## src/rtl/key_mode_select_pkg.sv

```systemverilog
// Shared definitions for the pushbutton mode selector: debounce FSM states,
// mode width and the default debounce length (20 ms at 50 MHz).
package key_mode_select_pkg;

    localparam int MODE_W = 2;
    localparam int DEFAULT_DEBOUNCE_CYCLES = 1000000;

    typedef enum logic [1:0] {
        RELEASED,
        PRESS_WAIT,
        HELD,
        RELEASE_WAIT
    } debounce_state_t;

endpackage

```

## src/rtl/key_debounce.sv

```systemverilog
// One pushbutton: 2-flop synchronizer followed by a four-state debounce FSM.
// Emits a single press event when a low level has been stable long enough.
module key_debounce
    import key_mode_select_pkg::*;
#(
    parameter int DEBOUNCE_CYCLES = DEFAULT_DEBOUNCE_CYCLES
) (
    input  logic clk,
    input  logic reset,
    input  logic key_n,
    output logic pressed,
    output logic press_event
);

    localparam int CNT_W = $clog2(DEBOUNCE_CYCLES + 1);
    localparam logic [CNT_W-1:0] CNT_LAST = CNT_W'(DEBOUNCE_CYCLES - 1);
    localparam logic [CNT_W-1:0] CNT_MAX  = CNT_W'(DEBOUNCE_CYCLES);

    logic [1:0]       sync;
    logic             key_low;
    debounce_state_t  state;
    logic [CNT_W-1:0] cnt;

    // Synchronizer resets to the released level so reset release cannot look like a press
    always_ff @(posedge clk or posedge reset) begin
        if (reset) begin
            sync <= 2'b11;
        end else begin
            sync <= {sync[0], key_n};
        end
    end

    assign key_low = ~sync[1];

    always_ff @(posedge clk or posedge reset) begin
        if (reset) begin
            state   <= RELEASED;
            cnt     <= '0;
            pressed <= 1'b0;
        end else begin
            case (state)
                RELEASED: begin
                    if (key_low) begin
                        state <= PRESS_WAIT;
                        cnt   <= '0;
                    end
                end
                PRESS_WAIT: begin
                    if (!key_low) begin
                        state <= RELEASED;
                    end else if (cnt == CNT_LAST) begin
                        state   <= HELD;
                        pressed <= 1'b1;
                        cnt     <= '0;
                    end else if (cnt != CNT_MAX) begin
                        cnt <= cnt + CNT_W'(1);
                    end
                end
                HELD: begin
                    if (!key_low) begin
                        state <= RELEASE_WAIT;
                        cnt   <= '0;
                    end
                end
                RELEASE_WAIT: begin
                    if (key_low) begin
                        state <= HELD;
                    end else if (cnt == CNT_LAST) begin
                        state   <= RELEASED;
                        pressed <= 1'b0;
                        cnt     <= '0;
                    end else if (cnt != CNT_MAX) begin
                        cnt <= cnt + CNT_W'(1);
                    end
                end
                default: begin
                    state   <= RELEASED;
                    pressed <= 1'b0;
                    cnt     <= '0;
                end
            endcase
        end
    end

    // Decoded on the same edge the FSM enters HELD so the mode register updates with it
    assign press_event = (state == PRESS_WAIT) && key_low && (cnt == CNT_LAST);

endmodule

```

## src/rtl/key_mode_select.sv

```systemverilog
// Mode selector driven by two pushbuttons: KEY[0] steps up, KEY[1] steps down,
// wrapping within NUM_MODES; simultaneous presses cancel.
module key_mode_select
    import key_mode_select_pkg::*;
#(
    parameter int DEBOUNCE_CYCLES = DEFAULT_DEBOUNCE_CYCLES,
    parameter int NUM_MODES       = 4
) (
    input  logic              MAX10_CLK1_50,
    input  logic              reset,
    input  logic [1:0]        KEY,
    output logic [MODE_W-1:0] mode,
    output logic              mode_pulse,
    output logic [1:0]        pressed
);

    localparam logic [MODE_W-1:0] LAST_MODE = MODE_W'(NUM_MODES - 1);

    logic [1:0] press_event;

    if (NUM_MODES < 2 || NUM_MODES > 4) begin : g_bad_num_modes
        $error("NUM_MODES must be in the range 2..4");
    end

    for (genvar i = 0; i < 2; i++) begin : g_key
        key_debounce #(
            .DEBOUNCE_CYCLES(DEBOUNCE_CYCLES)
        ) u_debounce (
            .clk        (MAX10_CLK1_50),
            .reset      (reset),
            .key_n      (KEY[i]),
            .pressed    (pressed[i]),
            .press_event(press_event[i])
        );
    end

    always_ff @(posedge MAX10_CLK1_50 or posedge reset) begin
        if (reset) begin
            mode       <= '0;
            mode_pulse <= 1'b0;
        end else begin
            mode_pulse <= 1'b0;
            case (press_event)
                2'b01: begin
                    mode       <= (mode == LAST_MODE) ? '0 : mode + MODE_W'(1);
                    mode_pulse <= 1'b1;
                end
                2'b10: begin
                    mode       <= (mode == '0) ? LAST_MODE : mode - MODE_W'(1);
                    mode_pulse <= 1'b1;
                end
                default: begin
                    mode <= mode;
                end
            endcase
        end
    end

endmodule

```

## config.mk

```make
export PLATFORM = sky130hd
export DESIGN_NAME = key_mode_select
export DESIGN_NICKNAME = d
export VERILOG_FILES = /design/src/rtl/key_mode_select_pkg.sv /design/src/rtl/key_debounce.sv /design/src/rtl/key_mode_select.sv
export SDC_FILE = /design/constraint.sdc
export NUM_CORES = 1
export LEC_CHECK = 0
export CAP_MARGIN = 20
export CORE_MARGIN = 5
export CORE_UTILIZATION = 43
export CTS_CLUSTER_SIZE = 28
export DETAILED_ROUTE_END_ITERATION = 16
export PLACE_DENSITY = 0.61
export SYNTH_ARGS = -nofsm -noshare
export SYNTH_HDL_FRONTEND = slang
export SYNTH_HIERARCHICAL = 1
export SYNTH_SLANG_ARGS = --single-unit
```

## constraint.sdc

```tcl
create_clock -name MAX10_CLK1_50 -period 2.2 [get_ports MAX10_CLK1_50]
set_input_delay 0.44 -clock MAX10_CLK1_50 [delete_from_list [all_inputs] [get_ports MAX10_CLK1_50]]
set_output_delay 0.44 -clock MAX10_CLK1_50 [all_outputs]
set_load 0.05 [all_outputs]
```

Word level (Yosys, flattened, before mapping):

Cells that the tools add are included.

* flip-flop bits (word level): 53
* output and inout bits: 5

* add/subtract/negate cells: 4
* equality and inequality tests: 29
* mux-type cells: 42
* bitwise gates (word level): 2
* reductions and logical operators: 17

Operators by type and width (count)
* $mux W20: 12
* $pmux W20 S4: 2
* $add A20 B1 Y20 const B: 2
* $eq A20 B20 Y1 const B: 2
* $ne A20 B20 Y1 const B: 2
* $mux W2: 14
* $ne A2 B1 Y1 const B: 8
* $pmux W2 S4: 2
* $reduce_and A4 Y1: 4
* $eq A2 B2 Y1 const B: 6
* $reduce_and A5 Y1: 2
* $mux W1: 9
* $ne A2 B2 Y1 const B: 4
* $eq A2 B1 Y1 const B: 3
* $logic_not A2 Y1: 3
* $ne A3 B1 Y1 const B: 2
* $ne A3 B3 Y1 const B: 2
* $reduce_bool A2 Y1: 3
* $logic_and A1 B1 Y1: 4
* $pmux W1 S2: 2
* $pmux W2 S2: 1
* $add A2 B1 Y2 const B: 1
* $not A1 Y1: 2
* $reduce_or A2 Y1: 1
* $sub A2 B1 Y2 const B: 1

Depth between registers and ports, before layout:

* depth in word-level cells: 6
* depth in mapped cells: 12
* mapped depth without buffers: 11

Cells and area by module:

Netlist, hierarchy kept.

By module, submodules not included
* key_debounce: times used 2, cells an instance 148, area an instance 1387.6 sq um, seq. area each 628.1 sq um
* key_mode_select: times used 1, cells an instance 18, area an instance 170.2 sq um, seq. area each 75.1 sq um

Worst setup path after synthesis:

No wires, ideal clock.

* kind: reg2reg
* from: reg g_key[0].u_debounce.cnt[11]
* to: reg mode[0]
* library setup time: 0.130 ns
* data arrival time: 2.276 ns
* required time: 2.070 ns
* setup slack: -0.206 ns
* stages on the path, launching flop included: 12
* buffers on the path: 1
* cells stage by stage: dfrtp_1 -> or4b_4 -> nor4_4 -> and3_1 -> buf_2 -> nand2_1 -> nor2_1 -> inv_1 -> ha_1 -> inv_1 -> o211ai_1 -> o21ai_0

* cells in the longest elaborated chain, start to end: 4

RTL lines
* start: declaration: RTL line key_debounce.sv:22 `logic [CNT_W-1:0] cnt;`
* start signal: assignment: RTL line key_debounce.sv:56 `cnt <= cnt + CNT_W'(1);`
* start signal: assignment: RTL line key_debounce.sv:73 `cnt <= cnt + CNT_W'(1);`
* $eq A20 B20 Y1 (*): RTL line key_debounce.sv:86 `assign press_event = (state == PRESS_WAIT) && key_low && (cnt == CNT_LAST);`
* $logic_and A1 B1 Y1 (*): RTL line key_debounce.sv:86
* via press_event[0]: RTL line key_mode_select.sv:19 `logic [1:0] press_event;`
* $eq A2 B2 Y1 or $eq A2 B1 Y1 (tied branches): RTL line key_mode_select.sv:43 `case (press_event)`
* $pmux W2 S2 or $reduce_bool A2 Y1 (tied branches)
* end signal: assignment: RTL line key_mode_select.sv:45 `mode <= (mode == LAST_MODE) ? '0 : mode + MODE_W'(1);`
* end signal: assignment: RTL line key_mode_select.sv:49 `mode <= (mode == '0) ? LAST_MODE : mode - MODE_W'(1);`
* end signal: assignment: RTL line key_mode_select.sv:53 `mode <= mode;`
* end: declaration: RTL line key_mode_select.sv:12 `output logic [MODE_W-1:0] mode,`

Mark *: on every way through the listed nets, which the timed path passes. The rest lies on a longest branch.
A chain may end at the register's enable or synchronous reset.

Worst setup path after layout:

* from: reg g_key[0].u_debounce.cnt[10]
* to: reg mode[0]

The elaborated chain is that of the path after synthesis.

==> flow_metrics.tcl <==
set metrics [dict create \
    power_density_nw_per_um2 516.1 \
    synth_top_cell_by_area "dfrtp_1" \
    worst_pin_slew_ns 0.4986 \
    synth_area_leaders "dfrtp_1, a31oi_1, nand2_1" \
    seq_area_frac_synth 0.4520 \
    critPathCaptureType "flop" \
    max_freq_ghz 0.4432 \
    nets 372 \
    io_buffers 8 \
    final.setup.tns_ns -0.06208 \
    dp_hpwl_um 4328 \
    vias 2558 \
    slew_violations 0 \
    p_clk_frac 0.363 \
    finalCritPeriodShare 1.026 \
    rows 30 \
    path_class "reg -> reg" \
    violations "setup timing" \
    pwr-share-comb 0.090 \
    syn2layout_area_growth_pct 23.07 \
    ant_nets 0 \
    core_sq_um 6719 \
    hold_viol_final 0 \
    grt_max_degree 29 \
    antenna_found_initial 0 \
    p_int_mw 1.406 \
    power.leakage_nw 1.601 \
    synthesis.instances 314 \
    cp_slowest_cell "or4b_4" \
    dieHeight_um 92.76 \
    final-seq-area_sq_um 1331 \
    wirelength_um 6700 \
    diodes 0 \
    gp_congestion 0.8223 \
    crit_fanout 4 \
    multiInputGateArea_sq_um 1574 \
    synth_warnings 6 \
    worstPathArrival_ns 2.47 \
    tritoncts "done" \
    power.switching_mw 0.4650 \
    vias_per_cell 5.787 \
    maxCapViolCount 0 \
    die_area_sq_um 8604 \
    cts_buffer_depth 2 \
    cts_root_buf "clkbuf_8" \
    wl_per_cell_um 15.16 \
    clock_latency_ns 0.31 \
    drive_gt1_frac 0.2210 \
    numCtsBuffers 5 \
    overflow 0 \
    pwr-share-seq 0.547 \
    clk_pin_slew_worst_paths_ns 0.10 \
    fin_ws_ns -0.05653 \
    setup_viol 2 \
    synth_top_area_frac 0.4163 \
    min_period_ns 2.257 \
    top_level_ports 9 \
    yosysUniqueCellTypes 39 \
    crit_top_cell "inv_2" \
    drc 0 \
    cts_max_level 2 \
    status "finished, violations left" \
    cpPeakStageDelay_ns 0.56 \
    dpl_worst_slack_ns -0.1130 \
    ir_worst_vdd_v 0.0003056 \
    rsz0062_at_grt "yes" \
    initial_core_util 0.4384 \
    track_usage 0.1513 \
    first_global_vias 2304 \
    dr.pass1.iters 4 \
    grt_pass1_wl_um 10690 \
    cp_data_required_time_ns 2.41 \
    syn-num-nets 325 \
    die_w_um 92.76 \
    drtIter0Drc 89 \
    swShare 0.2486 \
    synth_seq_cells 53 \
    syn_avg_cell_area_sq_um 9.380 \
    fillerInstances 617 \
    worst_slew_margin_rel 0.6666 \
    hp-class "in -> async" \
    crit_chain "or4b_4, nor4_4, and3_4, nand2_4, nor2_4, inv_2, ha_4, inv_2, o211ai_1, o21ai_1" \
    clkSinkCount 53 \
    clock-skew-final_ns 0.009743 \
    syn-cell-area_sq_um 2945 \
    worst_setup_path_start_kind "flop" \
]
-- area by class of cell --
class / instances / area share
sequential: 53 / 0.3673
clock inverter: 2 / 0.01070
inverter: 18 / 0.01864
tap: 80 / 0.02761
timing repair buffer: 54 / 0.1215
clock buffer: 6 / 0.02002
multi-input combinational: 229 / 0.4342
-- power groups by stage --
stage / Sequential (mW) / Clock [mW] / Combinational, mW
global placement: 1.04 / 0 / 0.148
finish: 1.02 / 0.680 / 0.168
CTS: 1.02 / 0.702 / 0.150
detailed placement: 1.04 / 0 / 0.149
global route: 1.03 / 0.739 / 0.190
floorplan: 1.03 / 0 / 0.110
-- repair_timing --
item | CTS | global route
endpoints found under the hold margin | 0 | 0
gates resized for setup | 0 | 25
buffers inserted | 2 | 4
pin swaps | 2 | 7
hold buffers | 0 | 0
cloned | 0 | 5
endpoints found under the setup margin | 2 | 32
-- worst max-delay path, delay by kind of cell (launching register included) --
family | cells | cell delay (ns)
adder cells (fa/ha/maj) | 1 | 0.28
AND/OR/NAND/NOR | 5 | 1.24
buffers and inverters | 2 | 0.09
flip-flops | 1 | 0.39
AO/OA/AOI/OAI | 2 | 0.15
-- cell usage in the layout (no fill, tap or decap), drive strengths merged, types with 2 or more instances in the layout --
cell,n
a21boi,2
a21o,2
a21oi,9
a22o,8
a31o,6
a31oi,44
a41oi,6
and2,2
and3,6
and4,6
buf,46
clkbuf,6
clkdlybuf4s50,8
dfrtp,49
dfstp,4
ha,7
inv,18
mux2i,2
nand2,35
nand2b,8
nand3,12
nand3b,8
nand4,8
nor2,14
nor2b,2
nor3,8
nor3b,2
nor4,8
o21ai,10
o2bb2ai,2
or4,2
or4b,4
xor2,4
-- cells in the mapped netlist --
library cell	count
dfrtp_1	49
a31oi_1	42
nand2_1	35
inv_1	18
nor2_1	14
nand3_1	12
buf_2	10
a21oi_1	9
o21ai_0	9
a22o_1	8
nand2b_1	8
nand3b_1	8
nand4_1	8
nor3_1	8
ha_1	7
a41oi_1	6
and3_1	6
and4_1	6
nor4_1	6
a31o_1	4
clkbuf_1	4
dfstp_2	4
xor2_1	4
a21boi_1	2
a21o_1	2
a31o_2	2
a31oi_2	2
and2_1	2
mux2i_1	2
nor2b_1	2
nor3b_1	2
nor4_4	2
o2bb2ai_1	2
or4_1	2
or4b_1	2
or4b_4	2
o211ai_1	1
o21ai_1	1
xnor2_1	1
-- routing by layer --
| layer | track usage | vias up | part of all wire |
|---|---|---|---|
| li1 | - | 1274 | - |
| met1 | 0.2120 | 1247 | 0.48 |
| met2 | 0.2394 | 30 | 0.48 |
| met3 | 0.02762 | 7 | 0.022 |
| met4 | 0.04274 | 0 | 0.012 |
| met5 | 0 | - | 0 |
-- stage by stage --
step           total power [mW]  cell area (sq um)    util  hold slack, ns  instances
2_1_floorplan             1.145               2968       -          0.1936        314
3_3_place_gp              1.188               3353  0.4991          0.3453        423
3_5_place_dp              1.190               3353  0.4991          0.3472        423
4_1_cts                   1.874               3480  0.5179          0.3366        433
5_1_grt                   1.957               3625  0.5395          0.3504        442
6_report                  1.871               3625  0.5395          0.3371        442
-- registers in the layout, indices dropped and copies added (netlist names), named ones only --
name                      count
g_key.u_debounce/cnt         40
g_key.u_debounce/sync         4
g_key.u_debounce/pressed      2
g_key.u_debounce/state        2
mode                          2
mode_pulse                    1
-- path summary, 6_finish.rpt --
check | startpoint | endpoint | slack (ns) | cells after the start
setup / recovery | g_key[0].u_debounce/cnt[10] | mode[0] | -0.06 | 10
hold / removal | reset | mode_pulse | 0.34 | 2
setup reg to reg | g_key[0].u_debounce/cnt[10] | mode[0] | -0.06 | 10
hold reg to reg | g_key[1].u_debounce/sync[0] | g_key[1].u_debounce/sync[1] | 0.36 | 0
max in group asynchronous | reset | g_key[0].u_debounce/sync[1] | 1.38 | 3
min in group MAX10_CLK1_50 | g_key[1].u_debounce/sync[0] | g_key[1].u_debounce/sync[1] | 0.36 | 0
-- cell families (layout without fill, tap and decap cells) --
family                     count (synthesis)  count (layout)  share of synthesized area
adders and majority gates                  7               7                    0.02974
muxes                                      2               2                   0.006797
buffers and inverters                     32              80                    0.04503
AOI/OAI and AO/OA                         90              90                     0.2082
DFF                                       53              53                     0.4520
and+or+nand+nor                          125             125                     0.2434
xor gates and xnor gates                   5               5                    0.01487
Power figures use the tool's default switching activity.
